==> config.mk <==
export PLATFORM = sky130hd
export DESIGN_NAME = umi_write_resp
export DESIGN_NICKNAME = d
export VERILOG_FILES = /design/src/rtl/umi_pkg.sv /design/src/rtl/umi_write_resp_fifo.sv /design/src/rtl/umi_write_resp.sv
export SDC_FILE = /design/constraint.sdc
export NUM_CORES = 1
export LEC_CHECK = 0
export ABC_AREA = 1
export BUFFER_PORTS_ARGS = -buffer_cell sky130_fd_sc_hd__buf_2
export CELL_PAD_IN_SITES_DETAIL_PLACEMENT = 1
export CELL_PAD_IN_SITES_GLOBAL_PLACEMENT = 1
export CORE_AREA = 2 2 347 349
export CTS_CLUSTER_SIZE = 10
export DETAILED_ROUTE_END_ITERATION = 16
export DIE_AREA = 0 0 349 351
export MAX_ROUTING_LAYER = met4
export PLACE_DENSITY = 0.67
export SLEW_MARGIN = 20
export SYNTH_ARGS = -nofsm -noshare
export SYNTH_HDL_FRONTEND = slang
export SYNTH_SLANG_ARGS = --single-unit
==> constraint.sdc <==
create_clock -name clk -period 8.5 [get_ports clk]
set_input_delay 1.275 -clock clk [delete_from_list [all_inputs] [get_ports clk]]
set_output_delay 1.275 -clock clk [all_outputs]
set_load 0.02 [all_outputs]
==> src/rtl/umi_pkg.sv <==
// Shared UMI opcode constants and the write-responder FSM state encoding.
package umi_pkg;

    localparam logic [4:0] UMI_REQ_WRITE  = 5'h03;
    localparam logic [4:0] UMI_REQ_POSTED = 5'h05;
    localparam logic [4:0] UMI_RESP_WRITE = 5'h04;

    typedef enum logic [1:0] {
        ST_IDLE = 2'd0,
        ST_MEM  = 2'd1,
        ST_WAIT = 2'd2
    } umi_state_e;

    function automatic logic is_write_op(input logic [4:0] op);
        return (op == UMI_REQ_WRITE) || (op == UMI_REQ_POSTED);
    endfunction

endpackage

==> src/rtl/umi_write_resp_fifo.sv <==
// Response queue: DEPTH entries (power of two), wrapping pointers with an extra lap bit.
module umi_write_resp_fifo #(
    parameter int WIDTH = 8,
    parameter int DEPTH = 4
) (
    input  logic             clk,
    input  logic             nreset,
    input  logic             push_i,
    input  logic [WIDTH-1:0] din_i,
    input  logic             pop_i,
    output logic [WIDTH-1:0] dout_o,
    output logic             full_o,
    output logic             empty_o
);

    localparam int PW = $clog2(DEPTH);
    localparam logic [PW:0] PTR_ONE = {{PW{1'b0}}, 1'b1};

    logic [PW:0]      wr_q, rd_q;
    logic [WIDTH-1:0] mem_q [DEPTH];
    logic             do_push, do_pop;

    assign empty_o = (wr_q == rd_q);
    assign full_o  = (wr_q[PW] != rd_q[PW]) && (wr_q[PW-1:0] == rd_q[PW-1:0]);

    // When full, a pop frees the head slot in the same cycle the new entry lands in it.
    assign do_pop  = pop_i && !empty_o;
    assign do_push = push_i && (!full_o || do_pop);
    assign dout_o  = mem_q[rd_q[PW-1:0]];

    always_ff @(posedge clk or negedge nreset) begin
        if (!nreset) begin
            wr_q <= '0;
            rd_q <= '0;
        end else begin
            if (do_push) wr_q <= wr_q + PTR_ONE;
            if (do_pop)  rd_q <= rd_q + PTR_ONE;
        end
    end

    always_ff @(posedge clk) begin
        if (do_push) mem_q[wr_q[PW-1:0]] <= din_i;
    end

endmodule

==> src/rtl/umi_write_resp.sv <==
// UMI write responder: forwards writes to memory and queues write responses.
// Optional UMI_WRITE_RESP_COUNTERS_EN adds saturating posted/non-posted write counters.
module umi_write_resp
    import umi_pkg::*;
#(
    parameter int CW    = 32,
    parameter int AW    = 64,
    parameter int DW    = 256,
    parameter int DEPTH = 4
) (
    input  logic          clk,
    input  logic          nreset,
    input  logic          umi_in_valid,
    input  logic [CW-1:0] umi_in_cmd,
    input  logic [AW-1:0] umi_in_dstaddr,
    input  logic [AW-1:0] umi_in_srcaddr,
    input  logic [DW-1:0] umi_in_data,
    output logic          umi_in_ready,
    output logic          mem_valid,
    output logic [AW-1:0] mem_addr,
    output logic [DW-1:0] mem_data,
    input  logic          mem_ready,
    output logic          umi_out_valid,
    output logic [CW-1:0] umi_out_cmd,
    output logic [AW-1:0] umi_out_dstaddr,
    output logic [AW-1:0] umi_out_srcaddr,
    input  logic          umi_out_ready,
    output logic          err_unsupported
`ifdef UMI_WRITE_RESP_COUNTERS_EN
    ,
    output logic [15:0]   cnt_posted,
    output logic [15:0]   cnt_write
`endif
);

    localparam int RW = CW + 2 * AW;

    umi_state_e    state_q, state_d;
    logic          live_q;
    logic          err_q, err_d;
    logic          load, push, pop, full, empty;
    logic          req_posted;
    logic [CW-1:0] req_cmd_q;
    logic [AW-1:0] req_dst_q, req_src_q;
    logic [DW-1:0] req_data_q;
    logic [RW-1:0] resp_din, resp_dout;

    // live_q keeps ready low until the first edge after reset release.
    assign umi_in_ready    = live_q && (state_q == ST_IDLE);
    assign req_posted      = (req_cmd_q[4:0] == UMI_REQ_POSTED);
    assign mem_valid       = (state_q == ST_MEM);
    assign mem_addr        = req_dst_q;
    assign mem_data        = req_data_q;
    assign err_unsupported = err_q;

    assign umi_out_valid = !empty;
    assign pop           = umi_out_valid && umi_out_ready;
    assign resp_din      = {req_cmd_q[CW-1:5], UMI_RESP_WRITE, req_src_q, req_dst_q};
    assign {umi_out_cmd, umi_out_dstaddr, umi_out_srcaddr} = resp_dout;

    always_comb begin
        state_d = state_q;
        load    = 1'b0;
        push    = 1'b0;
        err_d   = 1'b0;
        case (state_q)
            ST_IDLE: begin
                if (umi_in_valid && umi_in_ready) begin
                    if (is_write_op(umi_in_cmd[4:0])) begin
                        load    = 1'b1;
                        state_d = ST_MEM;
                    end else begin
                        err_d = 1'b1;
                    end
                end
            end
            ST_MEM: begin
                if (mem_ready) begin
                    if (req_posted) begin
                        state_d = ST_IDLE;
                    end else if (!full) begin
                        push    = 1'b1;
                        state_d = ST_IDLE;
                    end else begin
                        state_d = ST_WAIT;
                    end
                end
            end
            ST_WAIT: begin
                if (!full || pop) begin
                    push    = 1'b1;
                    state_d = ST_IDLE;
                end
            end
            default: state_d = ST_IDLE;
        endcase
    end

    always_ff @(posedge clk or negedge nreset) begin
        if (!nreset) begin
            state_q    <= ST_IDLE;
            live_q     <= 1'b0;
            err_q      <= 1'b0;
            req_cmd_q  <= '0;
            req_dst_q  <= '0;
            req_src_q  <= '0;
            req_data_q <= '0;
        end else begin
            state_q <= state_d;
            live_q  <= 1'b1;
            err_q   <= err_d;
            if (load) begin
                req_cmd_q  <= umi_in_cmd;
                req_dst_q  <= umi_in_dstaddr;
                req_src_q  <= umi_in_srcaddr;
                req_data_q <= umi_in_data;
            end
        end
    end

    umi_write_resp_fifo #(
        .WIDTH (RW),
        .DEPTH (DEPTH)
    ) u_fifo (
        .clk     (clk),
        .nreset  (nreset),
        .push_i  (push),
        .din_i   (resp_din),
        .pop_i   (pop),
        .dout_o  (resp_dout),
        .full_o  (full),
        .empty_o (empty)
    );

`ifdef UMI_WRITE_RESP_COUNTERS_EN
    logic [15:0] cnt_posted_q, cnt_write_q;

    always_ff @(posedge clk or negedge nreset) begin
        if (!nreset) begin
            cnt_posted_q <= '0;
            cnt_write_q  <= '0;
        end else if (mem_valid && mem_ready) begin
            if (req_posted) begin
                if (cnt_posted_q != 16'hFFFF) cnt_posted_q <= cnt_posted_q + 16'd1;
            end else begin
                if (cnt_write_q != 16'hFFFF) cnt_write_q <= cnt_write_q + 16'd1;
            end
        end
    end

    assign cnt_posted = cnt_posted_q;
    assign cnt_write  = cnt_write_q;
`endif

endmodule

=== Word level (Yosys, flattened, before mapping) ===
Memories as Yosys holds them, arrays and structs flattened.
Index checks and enable logic that the tools add are counted.

* Register bits after elaboration: 426
* Latch bits: 0
* RAM bits: 620
* ROM bits: 0
* Bits of input ports: 421
* Output and inout port bits: 484
* Logic and storage cells: 57
* Memories kept: 1

* $add $sub $neg: 2
* Multipliers: 0
* Div/mod/pow operators: 0
* $lt $le $gt $ge: 0
* Eq/ne operators: 12
* Shifts and indexed selects: 0
* Muxes and demuxes: 20
* Bitwise operators: 0
* Reduce and logical (&&, ||, !) cells: 13

{| class="wikitable"
|+ Memory list
! name !! depth !! bits a word !! read ports !! clocked after Yosys merged registers in !! write ports !! line !! RTL
|-
| u_fifo.mem_q || 4 || 155 || 1 || 0 || 1 || umi_write_resp_fifo.sv:20 || <nowiki>logic [WIDTH-1:0] mem_q [DEPTH];</nowiki>
|}

{| class="wikitable"
|+ Operators by type and width
! kind !! count
|-
| two-way mux 1 bit || 12
|-
| two-way mux 2 bit || 6
|-
| equality test 5 x 3 -> 1 bit (second input constant) || 2
|-
| adder 3 x 1 -> 3 bit (second input constant) || 2
|-
| logical AND 1 bit || 6
|-
| != test 2 x 1 -> 1 bit (second input constant) || 3
|-
| one-hot mux 2 bit (3 select lines) || 1
|-
| equality test 5 x 2 -> 1 bit (second input constant) || 1
|-
| AND reduction 4 bit || 1
|-
| equality test 3 bit || 1
|-
| logical OR 1 bit || 3
|-
| equality test 2 x 1 -> 1 bit (second input constant) || 1
|-
| equality test 2 bit || 1
|-
| equality test 2 bit (second input constant) || 1
|-
| logical NOT 1 bit || 2
|-
| logical NOT 2 bit || 1
|-
| != test 2 bit (second input constant) || 1
|-
| one-hot mux 1 bit (2 select lines) || 1
|-
| != test 1 bit || 1
|}

=== Logic depth before layout (Yosys ltp) ===
* Depth in word-level cells: 9
* Mapped depth: 10
* Mapped depth without buffers: 9

=== Modules after synthesis ===
A second synthesis with hierarchy kept.

* Cell total of the unflattened synthesis: 3415
* Area, all modules: 42070.3 sq um

{| class="wikitable"
|+ Modules (own cells, without submodules)
! module !! times used !! cells an instance !! area an instance (sq um) !! seq. area each (sq um)
|-
| umi_write_resp_fifo || 1 || 1607 || 24041.8 || 19368.6
|-
| umi_write_resp || 1 || 1808 || 18028.5 || 10510.1
|}

=== Worst setup path before layout ===
No wires, ideal clock.

* Kind: input -> register
* Start: input port umi_out_ready
* End: memory u_fifo.mem_q[0][0] in the netlist's numbering (enable)
* Arrival: 8.086 ns
* Data required time: 7.828 ns
* Path slack: -0.257 ns
* Stages: 6
* Buffers on the path: 0
* Cells stage by stage: inv_1 nand4_1 nand2_1 inv_1 nand2_2 nor2_1

* Word-level cells in the longest chain between the ends: 7
* Elaborated cells between the ends (all ways): 9
* Those cells by class: 4 x mux; 5 x reduce/logical

{| class="wikitable"
|+ Ends and longest elaborated chain
! element !! line !! RTL
|-
| start: declaration || umi_write_resp.sv:27 || <nowiki>input logic umi_out_ready,</nowiki>
|-
| logical AND 1 bit * || umi_write_resp.sv:57 || <nowiki>assign pop = umi_out_valid && umi_out_ready;</nowiki>
|-
| logical OR 1 bit || umi_write_resp.sv:90 || <nowiki>if (!full || pop) begin</nowiki>
|-
| two-way mux 1 bit || umi_write_resp.sv:90 ||
|-
| one-hot mux 1 bit (2 select lines) || umi_write_resp.sv:66 || <nowiki>case (state_q)</nowiki>
|-
| logical AND 1 bit * || umi_write_resp_fifo.sv:28 || <nowiki>assign do_push = push_i && (!full_o || do_pop);</nowiki>
|-
| two-way mux 1 bit * || umi_write_resp_fifo.sv:42 || <nowiki>if (do_push) mem_q[wr_q[PW-1:0]] <= din_i;</nowiki>
|-
| two-way mux 1 bit (implied by the code) * || umi_write_resp_fifo.sv:42 ||
|-
| end: declaration || umi_write_resp_fifo.sv:20 ||
|}

Mark *: on every way between the ends. The rest lies on a longest branch, timed or not.

=== Final worst setup path ===
* Start: register u_fifo.rd_q[0]
* End: output port umi_out_dstaddr[12]

* Word-level cells in the longest chain between the ends: 1

{| class="wikitable"
|+ Ends and longest elaborated chain
! element !! line !! RTL
|-
| start: declaration || umi_write_resp_fifo.sv:19 || <nowiki>logic [PW:0] wr_q, rd_q;</nowiki>
|-
| start signal: assignment || umi_write_resp_fifo.sv:37 || <nowiki>if (do_pop) rd_q <= rd_q + PTR_ONE;</nowiki>
|-
| memory (4 x 155 bit) || - ||
|-
| end: declaration || umi_write_resp.sv:25 || <nowiki>output logic [AW-1:0] umi_out_dstaddr,</nowiki>
|}

No other way between the ends.

==> results.tsv <==
stage	metric	value	unit
grt	wire length of the first global-routing pass	186000	µm
clock_network	later-pin clock latency in the skew report	720	ps
clock_network	Post-CTS Hold Buffers	0	
pwr	reported net switching power	7.11	mW
logic_synthesis	average cell area after synthesis	11.6	µm²
sta	total negative setup slack	0	ps
floorplan	starting utilization of the core area	32.8	%
detailed_routing	vias per inst	4.77	
pwr	fraction of power consumed by sequential logic	41.9	%
logic_synthesis	register bit total from synthesis	1046	
sta	setup repair after global routing missed its margin	false	
placed_design	RD Place Congestion	0.832	
pwr	share of power burned in combinational logic	32.0	%
sta	Final Setup Violations	0	
clock_network	# clock sinks	1046	
pwr	leakage power figure	22.0	nW
clock_network	Inserted Clock Buffers	120	
run	number of max-cap violations	0	
setup_path	Max stage delay cell, worst path	sky130_fd_sc_hd__dfrtp_4	
clock_network	post-CTS setup buffer count	0	
grt	maximum number of pins on one net before global-route repair	176	
setup_path	delay of the slowest critical-path stage	840	ps
logic_synthesis	warnings from Yosys	0	
grt	total routing resource utilization after global routing	20.7	%
clock_network	register clock-pin slew on the reported worst setup and hold paths	60	ps
sta	Final Slew Violations	0	
grt	number of antenna violations at the first check in global routing	51	
pwr	part of the total power dissipated in the clock network	26.1	%
setup_path	sort of element at the end of the critical path	output port	
sta	final critical path time including I/O delays and setup	5220	ps
clock_network	clock tree from TritonCTS	yes	
pwr	internal power summed over all cells	11.2	mW
setup_path	critical path start-end classification	reg -> out	
clock_network	maximum number of buffers from clock root to sink	3	
detailed_routing	number of remaining DRC errors	0	
floorplan	number of cell rows	127	
floorplan	height of the die	351	µm
detailed_routing	final routed wire length divided by cell count	21.7	µm
setup_path	depth of the worst register-to-register path	10	
logic_synthesis	sequential fraction of the synthesis area	75.1	%
outcome	status	complete, no violations	
sta	transition time at the pin with the least slew margin	1130	ps
logic_synthesis	Synth cell types	24	
grt	grt total ovfl	0	
detailed_routing	total iterations of the first detailed-routing run	5	
cells_and_area	Area growth syn-to-layout	24.6	%
setup_path	kind of launch point of the worst setup path	flop	
detailed_routing	DRT antenna net count	0	
sta	total count of hold-check failures in the final report	0	
detailed_routing	final wirelength	128000	µm
worst_hold_path	Hold Path Sink	req_cmd_q[0]$_DFFE_PN0P_	
worst_hold_path	type of the worst min-delay path	reg -> reg	
setup_path	setup slack, reg-to-reg	4080	ps
sta	clock skew	65.9	ps
logic_synthesis	cell count after synthesis	3353	
setup_path	worst path required time	7220	ps
placed_design	number of port buffers	899	
setup_path	Most Frequent Cell on Critical Path	sky130_fd_sc_hd__buf_4	
sta	fraction of the cycle the final worst path needs	61.5	%
setup_path	WP data arrival	3950	ps
cells_and_area	share of layout cells above drive strength 1	25.1	%
pwr	Pwr per Cell Area	376	nW/µm²
sta	WHS	464	ps
clock_network	count of cells resized by post-cts repair	0	
detailed_routing	number of design-rule violations left by the first detailed-router iteration	1647	
floorplan	x dimension of the die	349	µm
clock_network	H-tree depth reported by CTS	3	
setup_path	RR Endpoint	u_fifo.mem_q[3][131]$_DFFE_PP_	
setup_path	Cell Chain, Critical Path	buf_4, buf_4, o21ai_0, o22ai_1, buf_2	
floorplan	number of primary I/O pins	905	
worst_hold_path	source of the worst hold timing path	req_cmd_q[0]$_DFFE_PN0P_	
grt	number of global-route vias before repair	29200	
setup_path	start of the worst register-to-register path	u_fifo.rd_q[1]$_DFFE_PN0P_	
sta	maximum clock rate	0.191	GHz
pwr	worst ir drop on vdd	0.204	mV
floorplan	placeable core region	119000	µm²
worst_hold_path	hold-critical path depth	1	
pwr	switching portion of total power	38.9	%
detailed_routing	via count	28100	
floorplan	total die area	122000	µm²
cells_and_area	Net count, final	4639	
sta	Worst slew margin	24.8	%
setup_path	crit path max fanout	86	
cells_and_area	fill cell instance count of the final layout	13100	
placed_design	HPWL Detailed	82700	µm
clock_network	clock tree root buffer cell	sky130_fd_sc_hd__clkbuf_16	
logic_synthesis	cell area after synthesis	39000	µm²
-- metal layers --
layer  share of wire [%]  vias to the layer above  GRT usage [%]
met5                   0                        -              -
met4                 3.6                        0           8.41
met2                  50                      836           34.0
li1                    -                    13000              -
met1                  39                    14000           23.4
met3                 8.0                      226           6.86
-- cells in the mapped netlist (all sizes together) --
library cell  count  area (µm²)
nand2          1265        4750
edfxtp          620       18600
dfrtp           426       10700
nor2            318        1190
o21ai           313        1570
o22ai           155         970
buf             109         571
clkbuf           89         334
inv              26        97.6
nand3            10        50.1
ha                9         113
xor2              3        26.3
conb              2        7.51
nand4             2        12.5
a21boi            1        7.51
a21oi             1        5.00
nor3              1        5.00
nor3b             1        7.51
or2               1        6.26
xnor2             1        8.76
-- critical path, delay by kind of cell, from the launching register on --
family                 cells  cell delay (ps)
buffers and inverters      3             1710
AOI/OAI and AO/OA          2              550
DFF                        1              840
-- cell usage in the layout (no fill, tap or decap), types with 2 or more instances in the layout --
cell / count
sky130_fd_sc_hd__nand2_1: 1264
sky130_fd_sc_hd__buf_2: 898
sky130_fd_sc_hd__edfxtp_1: 620
sky130_fd_sc_hd__dfrtp_1: 424
sky130_fd_sc_hd__nor2_1: 314
sky130_fd_sc_hd__o21ai_0: 313
sky130_fd_sc_hd__o22ai_1: 155
sky130_fd_sc_hd__clkbuf_16: 120
sky130_fd_sc_hd__clkbuf_1: 77
sky130_fd_sc_hd__diode_2: 39
sky130_fd_sc_hd__inv_1: 23
sky130_fd_sc_hd__buf_4: 23
sky130_fd_sc_hd__nand3_1: 9
sky130_fd_sc_hd__ha_1: 9
sky130_fd_sc_hd__clkbuf_8: 8
sky130_fd_sc_hd__conb_1: 6
sky130_fd_sc_hd__buf_12: 6
sky130_fd_sc_hd__nor2_4: 4
sky130_fd_sc_hd__xor2_1: 3
sky130_fd_sc_hd__clkinv_16: 3
sky130_fd_sc_hd__clkinvlp_4: 3
sky130_fd_sc_hd__nand4_1: 2
sky130_fd_sc_hd__inv_8: 2
sky130_fd_sc_hd__inv_6: 2
sky130_fd_sc_hd__clkinv_2: 2
sky130_fd_sc_hd__dfrtp_4: 2
-- registers in the layout, indices dropped and copies added, names as in the netlist, 2 cells and up --
| register | cells |
|---|---|
| mem_addr | 64 |
| mem_data | 256 |
| req_cmd_q | 32 |
| req_src_q | 64 |
| state_q | 2 |
| u_fifo.mem_q | 620 |
| u_fifo.rd_q | 3 |
| u_fifo.wr_q | 3 |
-- metrics by stage --
step | cell area, µm² | std cells | setup WS [ps] | utilization, % | power, mW
after floorplan | 39000 | 3357 | -257 | - | 11.1
after global placement | 44900 | 5635 | 3980 | 37.7 | 13.6
after detailed placement | 44900 | 5635 | 3960 | 37.7 | 13.7
after CTS | 48500 | 5853 | 3180 | 40.8 | 18.6
after global routing | 48600 | 5887 | 3000 | 40.8 | 19.3
final | 48600 | 5892 | 3280 | 40.8 | 18.3
-- worst max path at each step --
stage	startpoint	to	slack (ps)	cells past startpoint
4_1_cts	u_fifo.rd_q[0]$_DFFE_PN0P_	umi_out_dstaddr[12]	3180	5
6_report	u_fifo.rd_q[0]$_DFFE_PN0P_	umi_out_dstaddr[12]	3280	5
3_3_place_gp	u_fifo.rd_q[0]$_DFFE_PN0P_	umi_out_dstaddr[1]	3980	5
5_1_grt	u_fifo.rd_q[0]$_DFFE_PN0P_	umi_out_dstaddr[28]	3000	5
3_5_place_dp	u_fifo.rd_q[1]$_DFFE_PN0P_	u_fifo.mem_q[0][97]$_DFFE_PP_	3960	10
2_1_floorplan	umi_out_ready	u_fifo.mem_q[0][0]$_DFFE_PP_	-260	6
-- power by group through the flow --
stage | combinational, mW | clock, mW | sequential [mW]
final | 5.86 | 4.76 | 7.66
after global placement | 5.87 | 0 | 7.69
after floorplan | 2.85 | 0 | 8.21
after CTS | 5.98 | 4.89 | 7.68
after global routing | 6.38 | 5.09 | 7.82
after detailed placement | 5.97 | 0 | 7.74
-- kinds of logic after synthesis --
family / after synthesis / synth area share, %
adders and majority gates: 9 / 0.289
other: 2 / 0.0193
buffers and inverters: 224 / 2.57
xor gates and xnor gates: 4 / 0.0898
and+or+nand+nor: 1598 / 15.4
DFF: 1046 / 75.1
AOI/OAI and AO/OA: 470 / 6.53
-- final cells by class --
| type | count | area [µm²] | share of cell area (%) |
|---|---|---|---|
| Inverter | 26 | 115 | 0.237 |
| Clock inverter | 13 | 185 | 0.381 |
| Sequential cell | 1046 | 29300 | 60.2 |
| Tap cell | 1548 | 1940 | 3.98 |
| Clock buffer | 205 | 3400 | 7.00 |
| Timing Repair Buffer | 928 | 4800 | 9.88 |
| Multi-Input combinational cell | 2087 | 8790 | 18.1 |
| Antenna cell | 39 | 97.6 | 0.201 |
No activity file was read; power rests on OpenSTA's default activity.
